[src/rtl/ps2_key_event_ctrl.sv]
// PS/2 scan-code sequencer: folds E0/F0/E1 prefix bytes into single key events
// and queues {ext, brk, code} in a first-word-fall-through FIFO for the CPU.
module ps2_key_event_ctrl #(
    parameter int DEPTH     = 8,
    parameter int TIMEOUT   = 50000,
    parameter int PAUSE_LEN = 7
) (
    input  logic                     clk_50mhz,
    input  logic                     reset,
    input  logic                     byte_valid,
    input  logic [7:0]               byte_in,
    input  logic                     rd_en,
    input  logic                     clr_err,
    output logic                     key_valid,
    output logic [7:0]               key_code,
    output logic                     key_ext,
    output logic                     key_brk,
    output logic [$clog2(DEPTH):0]   fifo_count,
    output logic                     overflow,
    output logic                     proto_err
);

    localparam int PTR_W = $clog2(DEPTH);
    localparam int CNT_W = PTR_W + 1;
    localparam int TO_W  = $clog2(TIMEOUT);
    localparam int PC_W  = $clog2(PAUSE_LEN + 1);

    localparam logic [TO_W-1:0]  TO_LAST   = TO_W'(TIMEOUT - 1);
    localparam logic [TO_W-1:0]  TO_ONE    = TO_W'(1);
    localparam logic [PC_W-1:0]  PC_LEN    = PC_W'(PAUSE_LEN);
    localparam logic [PC_W-1:0]  PC_ONE    = PC_W'(1);
    localparam logic [CNT_W-1:0] CNT_FULL  = CNT_W'(DEPTH);
    localparam logic [CNT_W-1:0] CNT_ONE   = CNT_W'(1);
    localparam logic [PTR_W-1:0] PTR_ONE   = PTR_W'(1);

    typedef enum logic [2:0] {
        S_IDLE    = 3'd0,
        S_EXT     = 3'd1,
        S_BRK     = 3'd2,
        S_EXT_BRK = 3'd3,
        S_PAUSE   = 3'd4
    } state_t;

    state_t             r_state;
    state_t             w_state_nxt;
    logic [PC_W-1:0]    r_pcnt;
    logic [PC_W-1:0]    w_pcnt_nxt;
    logic [TO_W-1:0]    r_tcnt;
    logic               w_push;
    logic [9:0]         w_push_data;
    logic               w_err;
    logic               w_is_err;
    logic               w_is_prefix;
    logic               w_is_ignored;

    logic [9:0]         r_mem [DEPTH];
    logic [PTR_W-1:0]   r_wr_ptr;
    logic [PTR_W-1:0]   r_rd_ptr;
    logic [CNT_W-1:0]   r_count;
    logic               r_overflow;
    logic               r_proto_err;
    logic               w_pop;
    logic               w_full;
    logic               w_wr;

    assign w_is_err     = (byte_in == 8'h00) || (byte_in == 8'hFF);
    assign w_is_prefix  = (byte_in == 8'hE0) || (byte_in == 8'hF0);
    assign w_is_ignored = (byte_in == 8'hAA) || (byte_in == 8'hFA) ||
                          (byte_in == 8'hFE) || (byte_in == 8'hEE);

    // Prefix decoder: next state, pause countdown, event push and error strobe.
    always_comb begin
        w_state_nxt = r_state;
        w_pcnt_nxt  = r_pcnt;
        w_push      = 1'b0;
        w_push_data = 10'd0;
        w_err       = 1'b0;
        if (byte_valid) begin
            case (r_state)
                S_IDLE: begin
                    if (byte_in == 8'hE0) begin
                        w_state_nxt = S_EXT;
                    end else if (byte_in == 8'hF0) begin
                        w_state_nxt = S_BRK;
                    end else if (byte_in == 8'hE1) begin
                        w_state_nxt = S_PAUSE;
                        w_pcnt_nxt  = PC_LEN;
                    end else if (w_is_ignored) begin
                        w_state_nxt = S_IDLE;
                    end else if (w_is_err) begin
                        w_err = 1'b1;
                    end else begin
                        w_push      = 1'b1;
                        w_push_data = {2'b00, byte_in};
                    end
                end
                S_EXT: begin
                    if (byte_in == 8'hF0) begin
                        w_state_nxt = S_EXT_BRK;
                    end else if (byte_in == 8'hE0) begin
                        w_state_nxt = S_EXT;
                    end else if (w_is_err) begin
                        w_err       = 1'b1;
                        w_state_nxt = S_IDLE;
                    end else begin
                        w_push      = 1'b1;
                        w_push_data = {2'b10, byte_in};
                        w_state_nxt = S_IDLE;
                    end
                end
                S_BRK, S_EXT_BRK: begin
                    w_state_nxt = S_IDLE;
                    if (w_is_err) begin
                        w_err = 1'b1;
                    end else if (w_is_prefix) begin
                        w_push = 1'b0;
                    end else begin
                        w_push      = 1'b1;
                        w_push_data = {(r_state == S_EXT_BRK), 1'b1, byte_in};
                    end
                end
                S_PAUSE: begin
                    // The whole pause burst collapses into one E1 event on its last byte.
                    if (r_pcnt == PC_ONE) begin
                        w_push      = 1'b1;
                        w_push_data = {2'b00, 8'hE1};
                        w_pcnt_nxt  = {PC_W{1'b0}};
                        w_state_nxt = S_IDLE;
                    end else begin
                        w_pcnt_nxt = r_pcnt - PC_ONE;
                    end
                end
                default: begin
                    w_state_nxt = S_IDLE;
                    w_pcnt_nxt  = {PC_W{1'b0}};
                end
            endcase
        end else if ((r_state != S_IDLE) && (r_tcnt == TO_LAST)) begin
            w_state_nxt = S_IDLE;
            w_pcnt_nxt  = {PC_W{1'b0}};
        end else begin
            w_state_nxt = r_state;
        end
    end

    // Decoder state and pause countdown registers.
    always_ff @(posedge clk_50mhz) begin
        if (reset) begin
            r_state <= S_IDLE;
            r_pcnt  <= {PC_W{1'b0}};
        end else begin
            r_state <= w_state_nxt;
            r_pcnt  <= w_pcnt_nxt;
        end
    end

    // Inter-byte silence counter; only runs while a prefix is pending.
    always_ff @(posedge clk_50mhz) begin
        if (reset) begin
            r_tcnt <= {TO_W{1'b0}};
        end else if (byte_valid || (r_state == S_IDLE) || (r_tcnt == TO_LAST)) begin
            r_tcnt <= {TO_W{1'b0}};
        end else begin
            r_tcnt <= r_tcnt + TO_ONE;
        end
    end

    assign w_pop  = rd_en && (r_count != {CNT_W{1'b0}});
    assign w_full = (r_count == CNT_FULL);
    assign w_wr   = w_push && (!w_full || w_pop);

    // Event storage; contents are only observed through the valid-gated head.
    always_ff @(posedge clk_50mhz) begin
        if (w_wr) begin
            r_mem[r_wr_ptr] <= w_push_data;
        end else begin
            r_mem[r_wr_ptr] <= r_mem[r_wr_ptr];
        end
    end

    // FIFO pointers, occupancy and sticky error flags.
    always_ff @(posedge clk_50mhz) begin
        if (reset) begin
            r_wr_ptr    <= {PTR_W{1'b0}};
            r_rd_ptr    <= {PTR_W{1'b0}};
            r_count     <= {CNT_W{1'b0}};
            r_overflow  <= 1'b0;
            r_proto_err <= 1'b0;
        end else begin
            if (w_wr) begin
                r_wr_ptr <= r_wr_ptr + PTR_ONE;
            end
            if (w_pop) begin
                r_rd_ptr <= r_rd_ptr + PTR_ONE;
            end
            case ({w_wr, w_pop})
                2'b10:   r_count <= r_count + CNT_ONE;
                2'b01:   r_count <= r_count - CNT_ONE;
                default: r_count <= r_count;
            endcase
            // A new error in the same cycle as clr_err keeps the flag set.
            if (w_push && w_full && !w_pop) begin
                r_overflow <= 1'b1;
            end else if (clr_err) begin
                r_overflow <= 1'b0;
            end
            if (w_err) begin
                r_proto_err <= 1'b1;
            end else if (clr_err) begin
                r_proto_err <= 1'b0;
            end
        end
    end

    assign key_valid  = (r_count != {CNT_W{1'b0}});
    assign {key_ext, key_brk, key_code} = key_valid ? r_mem[r_rd_ptr] : 10'd0;
    assign fifo_count = r_count;
    assign overflow   = r_overflow;
    assign proto_err  = r_proto_err;

endmodule

[config.mk]
export PLATFORM = sky130hd
export DESIGN_NAME = ps2_key_event_ctrl
export DESIGN_NICKNAME = d
export VERILOG_FILES = /design/src/rtl/ps2_key_event_ctrl.sv
export SDC_FILE = /design/constraint.sdc
export NUM_CORES = 1
export LEC_CHECK = 0
export ABC_AREA = 0
export BUFFER_PORTS_ARGS = -buffer_cell sky130_fd_sc_hd__buf_2
export CORE_UTILIZATION = 30
export CTS_BUF_LIST = sky130_fd_sc_hd__clkbuf_8
export CTS_CLUSTER_DIAMETER = 150
export DETAILED_ROUTE_END_ITERATION = 10
export PLACE_DENSITY = 0.54
export SLEW_MARGIN = 5
export SYNTH_ARGS = -nofsm -noshare
export SYNTH_HDL_FRONTEND = slang
export SYNTH_SLANG_ARGS = --single-unit
[constraint.sdc]
create_clock -name clk_50mhz -period 4.6 [get_ports clk_50mhz]
set_input_delay 0.92 -clock clk_50mhz [delete_from_list [all_inputs] [get_ports clk_50mhz]]
set_output_delay 0.92 -clock clk_50mhz [all_outputs]
set_load 0.005 [all_outputs]
# After elaboration in Yosys (flattened, before gate mapping)
# Memories as Yosys holds them, arrays and structs flattened. A register that Yosys moved wholly into a read port is not among the register bits.
# Cells that the tools add are included.
dict set report word_totals {
  mem_count 1
  ramBits 80
  inputBits 13
  reg_bits 34
}
dict set report classes {
  n_bitwise 1
  muxes 61
  add_sub_neg 6
  n_eq_ne 24
  n_reduce_logical 29
}
# memory words width rd rd_clocked_by_memory_dff wr line_no
set mem_list {}
lappend mem_list {r_mem 8 10 1 1 1 56} ;# logic [9:0] r_mem [DEPTH];
# cell count
set ops {}
lappend ops {{$mux 10} 8}
lappend ops {{$eq 8x8->1 const B} 8}
lappend ops {{$mux 8} 6}
lappend ops {{$mux 3} 14}
lappend ops {{$pmux 10 s4} 1}
lappend ops {{$mux 1} 26}
lappend ops {{$pmux 3 s3} 2}
lappend ops {{$add 16x1->16 const B} 1}
lappend ops {{$eq 16x16->1 const B} 1}
lappend ops {{$ne 3x3->1 const B} 4}
lappend ops {{$logic_not 8->1} 1}
lappend ops {{$logic_or 1x1->1} 8}
lappend ops {{$pmux 4 s2} 1}
lappend ops {{$reduce_bool 2->1} 4}
lappend ops {{$add 3x1->3 const B} 2}
lappend ops {{$eq 3x1->1 const B} 2}
lappend ops {{$eq 3x2->1 const B} 2}
lappend ops {{$ne 6x6->1 const B} 1}
lappend ops {{$logic_and 1x1->1} 5}
lappend ops {{$reduce_and 5->1} 1}
lappend ops {{$add 4x1->4 const B} 1}
lappend ops {{$eq 4x4->1 const B} 1}
lappend ops {{$pmux 1 s4} 1}
lappend ops {{$reduce_bool 4->1} 1}
lappend ops {{other kinds (17)} 19}

# Longest topological paths before layout
dict set report logic_depth {
  depth_word 14
  depth_mapped 13
}

# Worst setup path before layout
# No wires, ideal clock.
dict set report synth_path {
  path_type {input -> register}
  startpoint {input port byte_in[4]}
  endpoint {memory r_mem[5][0] (enable)}
  setup_slack_ns 1.233
  path_buffers 0
  arrival_ns 2.974
  stages 6
  required_time_ns 4.208
  cell_sequence {and4_4 a2111oi_2 nor3b_2 a211oi_4 nand2_2 nor3b_1}
}
dict set report synth_via {
  elab_chain_len 14
}
# element line_no
set synth_lines {}
lappend synth_lines {{from (decl)} 11} ;# input logic [7:0] byte_in,
lappend synth_lines {{$eq 8x8->1} 68} ;# assign w_is_ignored = (byte_in == 8'hAA) || (byte_in == 8'hFA) ||
lappend synth_lines {{$logic_or 1x1->1 (2 in series)} 68}
lappend synth_lines {{$logic_or 1x1->1} 69} ;# (byte_in == 8'hFE) || (byte_in == 8'hEE);
lappend synth_lines {{$mux 1} 88} ;# end else if (w_is_ignored) begin
lappend synth_lines {{$mux 1} 85} ;# end else if (byte_in == 8'hE1) begin
lappend synth_lines {{$mux 1} 83} ;# end else if (byte_in == 8'hF0) begin
lappend synth_lines {{$mux 1} 81} ;# if (byte_in == 8'hE0) begin
lappend synth_lines {{$pmux 1 s4 *} 79} ;# case (r_state)
lappend synth_lines {{$mux 1 *} 78} ;# if (byte_valid) begin
lappend synth_lines {{$logic_and 1x1->1 *} 170} ;# assign w_wr = w_push && (!w_full || w_pop);
lappend synth_lines {{$mux 1 (on tied branches)} {174, 177}}
lappend synth_lines {{$mux 1 (implied by the code) / $reduce_and 2->1 (equally long branches)} --}
lappend synth_lines {{$or 1x1->1 (no source line) *} --}
lappend synth_lines {{to (decl)} 56}
# Every way passes the cells marked *; elsewhere a longest branch is shown, timed or not.

==> metrics.yaml <==
cts:
  cts_sinks: 117
  hold_buffers: 0
  cts_buffers: 17
  path_clk_slew_ns: 0.06
  cts_tree: "built"
  cts-root-buf: "clkbuf_8"
  cts_resized: 0
  clock_path_buffers: 2
  cts_setup_buffers: 0
  clk_latency_ns: 0.43
  ctsHtreeMaxLevel: 4
worst_setup_path:
  cp-start-kind: "flip-flop"
  cp_slowest_cell: "dfxtp_1"
  path_buf_inv: 2
  r2r_start: "r_pcnt[0]"
  r2r_cells: 7
  path_cells: "buf_4 > mux4_2 > mux2i_1 > nor2_1 > buf_2"
  setup.worst_path.class: "flip-flop to output pin"
  end_kind: "output pin"
  rr_endpoint: "r_mem[4][5]"
  critPathMaxStageDelay_ns: 0.92
  crit_fanout: 13
  cp.depth: 5
  critPathTopFamily: "flip-flops"
  crit_arrival_ns: 2.57
  required_ns: 3.68
  r2r_slack_ns: 1.53
  crit_end: "key_code[1]"
cells_and_area:
  final_nets: 451
  seqCellArea_um2: 3140
  drive_gt1_share_pct: 23.1
  syn2layout_area_growth_pct: 14.9
  finish.utilization_pct: 35.7
  multi_input_area_um2: 1980
  fillers: 1687
timing:
  slew-limit-headroom_pct: 30.7
  fin_tns_setup_ns: 0
  period_needed_ns: 3.49
  tightest_slew_ns: 1.04
  setup_ws_ns: 1.11
  skew_ns: 0.00713
  max_freq_mhz: 286
  whs_ns: 0.463
  drv_slew: 0
  finalSetupViolCount: 0
  rsz0062_at_grt: "false"
  hold_viol: 0
  fin_crit_sh_pct: 75.9
synth:
  ys_top_cells_by_area: "edfxtp_1 46%, dfxtp_1 14%, mux4_2 8.6%"
  synth_top_area_share_pct: 46.0
  netlist_instances: 389
  synth.net_count: 410
  synth-seq-cells: 117
  synth_area_um2: 5230
  yosysTopAreaCell: "edfxtp_1"
  yosys_warnings: 0
  seq_area_frac_synth_pct: 60.2
  async_flop_share_pct: 0
  postSynthAreaPerCell_um2: 13.4
  post_synth_num_cell_types: 53
  synth-edff-count: 80
  synthFlopType: "edfxtp_1"
place:
  gp_congestion: 0.792
  dp_slack_ns: 0.973
  portBuffers: 29
  dp_hpwl_mm: 7.31
global_route:
  grt_overflow: 0
  antenna_found_initial: 1
  grt_pass1_vias: 3357
  grt_max_degree: 24
  grt_pass1_wl_mm: 17.8
  grt_use_total_pct: 13.3
floorplan:
  io_pins: 30
  design.die.area_um2: 17900
  core.rowCount: 47
  start_util_pct: 31.1
  dieHeight_um: 134
  die_x_um: 134
  coreArea_um2: 16800
routing:
  drtIter0Drc: 186
  drt-total-wl_mm: 10.8
  vias: 3272
  ant_nets: 0
  drtPass1Iterations: 5
  via_per_inst: 4.94
  wl_per_cell_um: 16.3
  drc_errors: 0
power:
  finalPower_uw: 2760
  power.density_nw_per_um2: 459
  clkPwrFrac_pct: 31.0
  pwr-share-comb_pct: 22.4
  p_int_uw: 1970
  p_switching_uw: 792
  seqPwrFrac_pct: 46.6
  switching_share_pct: 28.7
  vdd_drop_max_mv: 0.241
  leakagePower_uw: 0.00205
flow_run:
  cap_viol_max_count: 0
status:
  status: "finished, final reports clean"
hold_path:
  holdPathStages: 1
  hp-class: "flip-flop to flip-flop"
through the flow:
stage	std cells	area, um2
final	663	6010
after global routing	662	6000
after CTS	662	6000
after detailed placement	631	5640
after global placement	631	5640
after floorplan	389	5230
synthesized netlist by cell type, types with 7 or more instances:
library cell  count
edfxtp_1         80
nand2_1          15
nand4_1           7
inv_1            12
nor2_1           48
nor3_1            8
mux2i_1          15
o21ai_0           8
nand2b_1          7
mux4_2           20
xnor2_1           7
ha_1              7
clkbuf_1          8
nand3_1           7
and3_1            8
xor2_1           11
a21oi_1          19
dfxtp_1          37
placed cells by master, fill, tap and decap left out, types with 3 or more instances in the layout:
cell type	Yosys	routed
edfxtp_1	80	80
nor2_1	48	48
dfxtp_1	37	37
buf_2	3	29
mux4_2	20	20
a21oi_1	19	19
inv_1	12	17
clkbuf_8	0	17
nand2_1	15	15
mux2i_1	15	15
xor2_1	11	11
and3_1	8	8
nor3_1	8	8
o21ai_0	8	8
buf_4	0	8
nand4_1	7	7
nand3_1	7	7
nand2b_1	7	7
xnor2_1	7	7
ha_1	7	7
nor2b_1	5	5
nor3b_2	5	5
nor4_1	4	4
nor3b_1	4	4
nand3b_1	3	3
clkinvlp_4	0	3
clkinv_2	0	3
worst min-delay path by stage:
stage | endpoint | from | slack [ns]
3_3_place_gp | r_tcnt[0] | r_tcnt[0] | 0.44
6_report | r_tcnt[0] | r_tcnt[0] | 0.46
3_5_place_dp | r_tcnt[0] | r_tcnt[0] | 0.46
2_1_floorplan | r_tcnt[0] | r_tcnt[0] | 0.43
4_1_cts | r_pcnt[1] | r_pcnt[1] | 0.47
5_1_grt | r_tcnt[0] | r_tcnt[0] | 0.50
routing by layer:
| metal | vias to the layer above | part of all wire (%) | track usage (%) |
|---|---|---|---|
| met5 | - | 0 | 0 |
| met2 | 48 | 48 | 21.6 |
| met1 | 1660 | 47 | 16.5 |
| li1 | 1553 | - | - |
| met4 | 0 | 1.5 | 5.49 |
| met3 | 11 | 3.4 | 3.78 |
sequential cells by signal, summed over array words and instances, names as in the netlist, named ones only:
name	count
r_mem	80
r_tcnt	16
fifo_count	4
r_pcnt	3
r_rd_ptr	3
r_state	3
r_wr_ptr	3
overflow	1
proto_err	1
power by group through the flow:
stage / Combinational [uW] / Clock (uW) / Sequential [uW]
floorplan: 458 / 0 / 1240
global placement: 621 / 0 / 1310
detailed placement: 627 / 0 / 1310
CTS: 630 / 875 / 1290
global route: 681 / 923 / 1300
finish: 617 / 856 / 1290
cell families (layout without fill, tap and decap cells):
family	Yosys count	count (layout)	share of synthesized area (%)
and+or+nand+nor	139	139	14.9
DFF	117	117	60.2
AOI/OAI and AO/OA	45	45	6.30
muxes	35	35	11.5
buffers and inverters	27	80	2.04
xor gates and xnor gates	18	18	3.02
adders and majority gates	8	8	2.06
other	0	1	0
final cells by class:
type	count	share of cell area, %
well taps	220	4.58
inverters	12	0.750
multi-input cells	245	32.9
diodes	1	0.0417
repair buffers	37	3.42
clock inverters	14	2.08
flip-flops and latches	117	52.3
clock buffers	17	3.90
worst reg2reg max path, stage by stage, from the launching register on:
cell	delay (ns)
dfxtp_1	0.37
ha_1	0.18
nor2b_1	0.28
nand3_1	0.26
nor3b_2	0.29
a211oi_4	0.40
nand2b_2	0.16
nor3b_2	0.76
No activity file was read; power rests on OpenSTA's default activity.
